--- src/rtl/fixed_float_pipe.sv ---
// fixed_float_pipe
//   Three-stage pipelined converter from signed fixed-point Q(W-1-Q, Q) to
//   IEEE-754 single precision. Truncate or round-to-nearest-even is chosen per
//   transaction. Valid/ready handshake on both sides, and one global stall.
//
// Ports
//   clk          rising-edge clock
//   rst          asynchronous active-high reset (clears valids and outputs)
//   in_valid     input transaction present
//   in_ready     converter accepts a transaction this cycle
//   fixed_point  W-bit two's complement operand, value = fixed_point / 2^Q
//   round_mode   0 = truncate toward zero, 1 = round to nearest, ties to even
//   out_valid    result present
//   out_ready    downstream accepts the result
//   ieee_float   single-precision result (+0 for a zero input)
//   inexact      nonzero bits were discarded during normalisation
//   zero         the input was exactly zero
module fixed_float_pipe #(
    parameter int W = 32,
    parameter int Q = 16
) (
    input  logic         clk,
    input  logic         rst,
    input  logic         in_valid,
    output logic         in_ready,
    input  logic [W-1:0] fixed_point,
    input  logic         round_mode,
    output logic         out_valid,
    input  logic         out_ready,
    output logic [31:0]  ieee_float,
    output logic         inexact,
    output logic         zero
);
    localparam int PW = $clog2(W);
    localparam logic [PW:0] W_SH = (PW+1)'(W);

    if (W < 8 || W > 64) begin : g_bad_w
        $error("fixed_float_pipe: W=%0d outside 8..64", W);
    end
    if (Q < 0 || Q > W - 1) begin : g_bad_q
        $error("fixed_float_pipe: Q=%0d outside 0..W-1", Q);
    end
    if (W - 1 - Q > 127) begin : g_bad_range
        $error("fixed_float_pipe: integer bits W-1-Q exceed 127");
    end

    // Index of the most significant set bit; 0 for an all-zero vector.
    function automatic logic [PW-1:0] lead_one(input logic [W-1:0] v);
        logic [PW-1:0] idx;
        idx = '0;
        for (int i = 0; i < W; i++) begin
            if (v[i]) idx = PW'(i);
        end
        return idx;
    endfunction

    // Returns {carry, mantissa}. A carry leaves the mantissa at zero, which is
    // exactly the renormalised value once the exponent is bumped.
    function automatic logic [23:0] round_mant(input logic [22:0] m,
                                               input logic guard_b,
                                               input logic sticky_b,
                                               input logic rne);
        logic inc;
        inc = rne & guard_b & (sticky_b | m[0]);
        return {1'b0, m} + 24'(inc);
    endfunction

    logic en;
    assign en       = !out_valid || out_ready;
    assign in_ready = en;

    logic                vld_p0, vld_p1;
    logic                sign_p0, rm_p0;
    logic        [W-1:0] mag_p0;
    logic                sign_p1, rm_p1, zero_p1;
    logic        [W-1:0] mag_p1;
    logic       [PW-1:0] lead_p1;

    logic signed [W-1:0] fx;
    logic        [W-1:0] mag_in;

    // Stage 1: sign and magnitude. Negating the most negative value wraps to
    // 2^(W-1), which is the correct unsigned magnitude.
    assign fx     = fixed_point;
    assign mag_in = fx[W-1] ? $unsigned(-fx) : $unsigned(fx);

    // Stage 3: normalise and round. frac holds the bits below the leading one,
    // MSB-aligned; padding below it keeps the slices valid for W < 24.
    logic     [PW:0] shamt;
    logic    [W-1:0] frac;
    logic  [W+23:0]  ext;
    logic     [22:0] mant;
    logic            guard_c, sticky_c;
    logic     [23:0] rnd;
    logic      [7:0] exp_f;
    logic     [31:0] res_float;
    logic            res_inexact;

    always_comb begin
        shamt       = W_SH - {1'b0, lead_p1};
        frac        = mag_p1 << shamt;
        ext         = {frac, 24'd0};
        mant        = ext[W+23:W+1];
        guard_c     = ext[W];
        sticky_c    = |ext[W-1:0];
        rnd         = round_mant(mant, guard_c, sticky_c, rm_p1);
        exp_f       = 8'(127 - Q + int'(lead_p1)) + 8'(rnd[23]);
        res_float   = zero_p1 ? 32'd0 : {sign_p1, exp_f, rnd[22:0]};
        res_inexact = !zero_p1 && (guard_c || sticky_c);
    end

    // Control and registered outputs
    always_ff @(posedge clk or posedge rst) begin
        if (rst) begin
            vld_p0     <= 1'b0;
            vld_p1     <= 1'b0;
            out_valid  <= 1'b0;
            ieee_float <= '0;
            inexact    <= 1'b0;
            zero       <= 1'b0;
        end else if (en) begin
            vld_p0    <= in_valid;
            vld_p1    <= vld_p0;
            out_valid <= vld_p1;
            if (vld_p1) begin
                ieee_float <= res_float;
                inexact    <= res_inexact;
                zero       <= zero_p1;
            end
        end
    end

    // Datapath registers: stage 1 -> p0, stage 2 -> p1
    always_ff @(posedge clk) begin
        if (en) begin
            if (in_valid) begin
                sign_p0 <= fx[W-1];
                mag_p0  <= mag_in;
                rm_p0   <= round_mode;
            end
            if (vld_p0) begin
                sign_p1 <= sign_p0;
                mag_p1  <= mag_p0;
                rm_p1   <= rm_p0;
                lead_p1 <= lead_one(mag_p0);
                zero_p1 <= (mag_p0 == '0);
            end
        end
    end

endmodule

--- config.mk ---
export PLATFORM = sky130hd
export DESIGN_NAME = fixed_float_pipe
export DESIGN_NICKNAME = d
export VERILOG_FILES = /design/src/rtl/fixed_float_pipe.sv
export SDC_FILE = /design/constraint.sdc
export NUM_CORES = 1
export LEC_CHECK = 0
export CORE_MARGIN = 2
export CORE_UTILIZATION = 45
export DETAILED_ROUTE_END_ITERATION = 10
export PLACE_DENSITY_LB_ADDON = 0.12
export SLEW_MARGIN = 20
export SYNTH_ARGS = -nofsm -noshare
export SYNTH_HDL_FRONTEND = slang
export SYNTH_SLANG_ARGS = --single-unit
--- constraint.sdc ---
create_clock -name clk -period 12.6 [get_ports clk]
set_input_delay 2.52 -clock clk [delete_from_list [all_inputs] [get_ports clk]]
set_output_delay 2.52 -clock clk [all_outputs]
set_load 0.05 [all_outputs]
==> results by group <==
Critical path
  – Crit path launch: out_ready
  – Critical-path top delay cell: clkdlybuf4s50_1
  – Worst Setup EP: in_ready
  – Setup CP Type: input port to output pin
  – Worst Setup End Kind: output pin
  – R2R cell count: 20
  – Crit path buf inv count: 2
  – Data arrival, critical path: 4050 ps
  – CP dominant cell by count: clkdlybuf4s50_1
  – Delay of the slowest critical-path stage: 850 ps
  – Worst-path maximum fanout: 7
  – R2r endpoint: ieee_float[27]
  – Data required, critical path: 10080 ps
  – Ordered cell list for the critical path: clkdlybuf4s50_1 -> nand2b_1 -> clkdlybuf4s50_1
  – Delay-heaviest family, CP: buffers and inverters
  – R2R Setup Slk: 6670 ps
  – FF-to-FF Start: lead_p1[0]
  – Critical path depth in cells: 3
  – Critical Path Start Type: input port

Finish
  – Layout area overhead: 14.3%
  – Antenna cells: 0
  – Final core occ: 52.5%
  – Nets: 774
  – Layout cells sized above 1: 12.2%
  – Most frequent cells in the layout: 77 x nand2_1, 74 x edfxtp_1, 72 x clkdlybuf4s50_1
  – Commonest non-fill, non-tap cell in the layout: nand2_1

Yosys
  – FFs w/ async S/R, synth: 33.3%
  – Area fraction in and, or, nand and nor cells after synthesis: 16.3%
  – Synth Flop Type: edfxtp_1
  – Post-Synth XOR/XNOR Area: 4.58%
  – Synth Instances: 677
  – Adder-Cell Fraction of Synth Area: 0.985%
  – Post-Syn Nets: 720
  – Post-synthesis area per instance: 11.3 um2
  – Mux cell area share after synthesis: 17.6%
  – Mapped cell area: 0.00762 mm2
  – Register area share after synthesis: 41.3%
  – Synthesis warning total: 0
  – Post-synth EDFFs: 74
  – Synth Area in Compound Gates: 14.7%
  – Synth cell types: 87
  – Main combinational cell family by area after synthesis: multiplexers
  – FF+latch count, synth: 111

Routing
  – Avg WL per Cell: 18.9 um
  – DR vias: 5639
  – Initial DRT Pass Iterations: 5
  – Drt via density: 5.90
  – Initial DRC Count: 317
  – Routed Wire Length: 18.0 mm
  – Drt drc: 0
  – Final ANT Viol Nets: 0

Power
  – VDD IR max: 0.0843 mV
  – Total power: 1.59 mW
  – Static leakage: 3.18 nW
  – PwrDens: 183 mW/mm2

Clock network
  – Post-cts gate resize count: 0
  – CTS Sinks: 111
  – Clk_lat worst skew: 360 ps
  – CTS tree: built
  – # hold bufs at CTS: 0
  – Setup bufs post-CTS: 0
  – Buffers from clock root to sink, at most: 2
  – Total CTS buffers: 9
  – Clk Tree Root Cell: clkbuf_16
  – H-tree Lvls: 3
  – CTS clock-pin slew for the worst setup and hold paths: 80 ps

Global route
  – Met2 global-route usage: 36.2%
  – Gr usage total: 20.7%
  – First-pass GRT wire length: 29.2 mm
  – Vias in the first global route: 5585
  – Top Usage Layer GRT: met2
  – Largest net degree at the start of global routing: 58
  – Total grt overflow: 0
  – GRT met3 Usage: 3.48%
  – Initial antenna violation count: 0
  – Met1 GRT Util: 25.5%

Timing
  – Final Hold Fails: 0
  – Tmin final: 6570 ps
  – Setup_tns: 0 ps
  – RSZ-0062 raised after global routing: false
  – Fmax: 0.152 GHz
  – Setup-failing EPs final: 0
  – Worst-margin pin slew: 948 ps
  – Relative slew slack: 36.6%
  – Final worst path period share: 52.1%
  – Final slew viol count: 0
  – Final clock skew: 7.70 ps

Worst hold path
  – HP Class: flip-flop to flip-flop

Die
  – Row cnt: 47
  – Die height: 134 um
  – Initial Utilization: 45.9%
  – Die W: 134 um
  – Die area: 0.0180 mm2
  – Core Area: 0.0166 mm2
  – I/O Pins: 73

Place
  – Number of port buffers: 72
  – GP Congestion: 0.891
  – Detail Placement HPWL: 14.0 mm

Status
  – Status: complete, no violations

Job
  – Max-cap violations: 0
==> metal layers <==
metal | vias to the layer above | routed length [um]
met5 | - | 0
met4 | 0 | 624
met3 | 37 | 650
met2 | 139 | 9070
met1 | 2713 | 7710
li1 | 2750 | -
==> worst reg2reg max path, stage by stage (launching register included) <==
cell and delay (ps):
edfxtp_1 320, buf_4 670, inv_1 160, ha_1 330, buf_4 240, inv_2 420
mux2i_1 420, a2111oi_0 140, o21ai_0 430, nand3_1 170, a21oi_1 200, ha_1 240
nand4_2 160, nor4_4 460, and4_1 400, nand4_1 180, ha_1 240, ha_1 230
nand2_1 70, nand2_1 60, a32o_1 280
==> power by group <==
group          switching [mW]  internal (mW)  total, mW
Sequential             0.0553          0.480      0.536
Clock                   0.144          0.143      0.287
Combinational           0.476          0.293      0.769
Total                   0.675          0.917       1.59
==> kinds of logic (layout without fill, tap and decap cells) <==
kind of cell    after synthesis  after routing
compound gates              151            151
xor+xnor                     39             39
fa+ha+maj                     6              6
buf+inv                      56            115
flops                       111            111
mux                          88             88
simple gates                226            226
==> sequential cells by signal, indices dropped and copies added (netlist names), 5 cells and up <==
register,flops
mag_p1,32
mag_p0,32
lead_p1,5
ieee_float,32
==> synthesized netlist by cell type, drive strengths merged, types with 4 or more instances <==
cell type	number	area, um2
nor3	19	95.1
a21oi	18	93.8
a22o	8	70.1
and3	5	31.3
mux2i	42	433
xor2	4	42.6
o31ai	20	164
and2	9	56.3
a21o	6	45.0
buf	23	224
nand4	8	86.3
ha	6	75.1
nand2b	9	56.3
o21bai	4	41.3
xnor2	35	307
clkbuf	15	56.3
o41ai	4	35.0
a31o	5	43.8
inv	18	67.6
nand2	78	309
a32o	7	70.1
mux2	14	161
o21ai	37	185
nor2	29	111
mux4	32	747
edfxtp	74	2220
or3	12	75.1
nor4	16	158
a211oi	8	65.1
nand3	25	125
o211ai	4	35.0
dfrtp	37	926
==> stage by stage <==
step	hold WS (ps)	instance area [um2]	std cells	setup WS [ps]
finish	425	8710	956	6030
global route	431	8710	956	5980
CTS	428	8710	956	6020
detailed placement	408	8400	940	6030
global placement	405	8400	940	6060
floorplan	400	7620	677	6910
==> worst min-delay path by stage <==
stage	startpoint	cells past startpoint	end
final	sign_p0	0	sign_p1
after global routing	sign_p0	0	sign_p1
after CTS	sign_p0	0	sign_p1
after detailed placement	sign_p0	0	sign_p1
after global placement	sign_p0	0	sign_p1
after floorplan	rm_p0	0	rm_p1
==> cell type report <==
cell class                      count  area [um2]
Inverter                           18        67.6
Clock inverter                      7        80.1
Timing Repair Buffer               81         788
Sequential cell                   111        3150
Tap cell                          220         275
Multi-Input combinational cell    510        4120
Clock buffer                        9         225
Fill cell                        1485        7880
(Power assumes the default switching activity.)
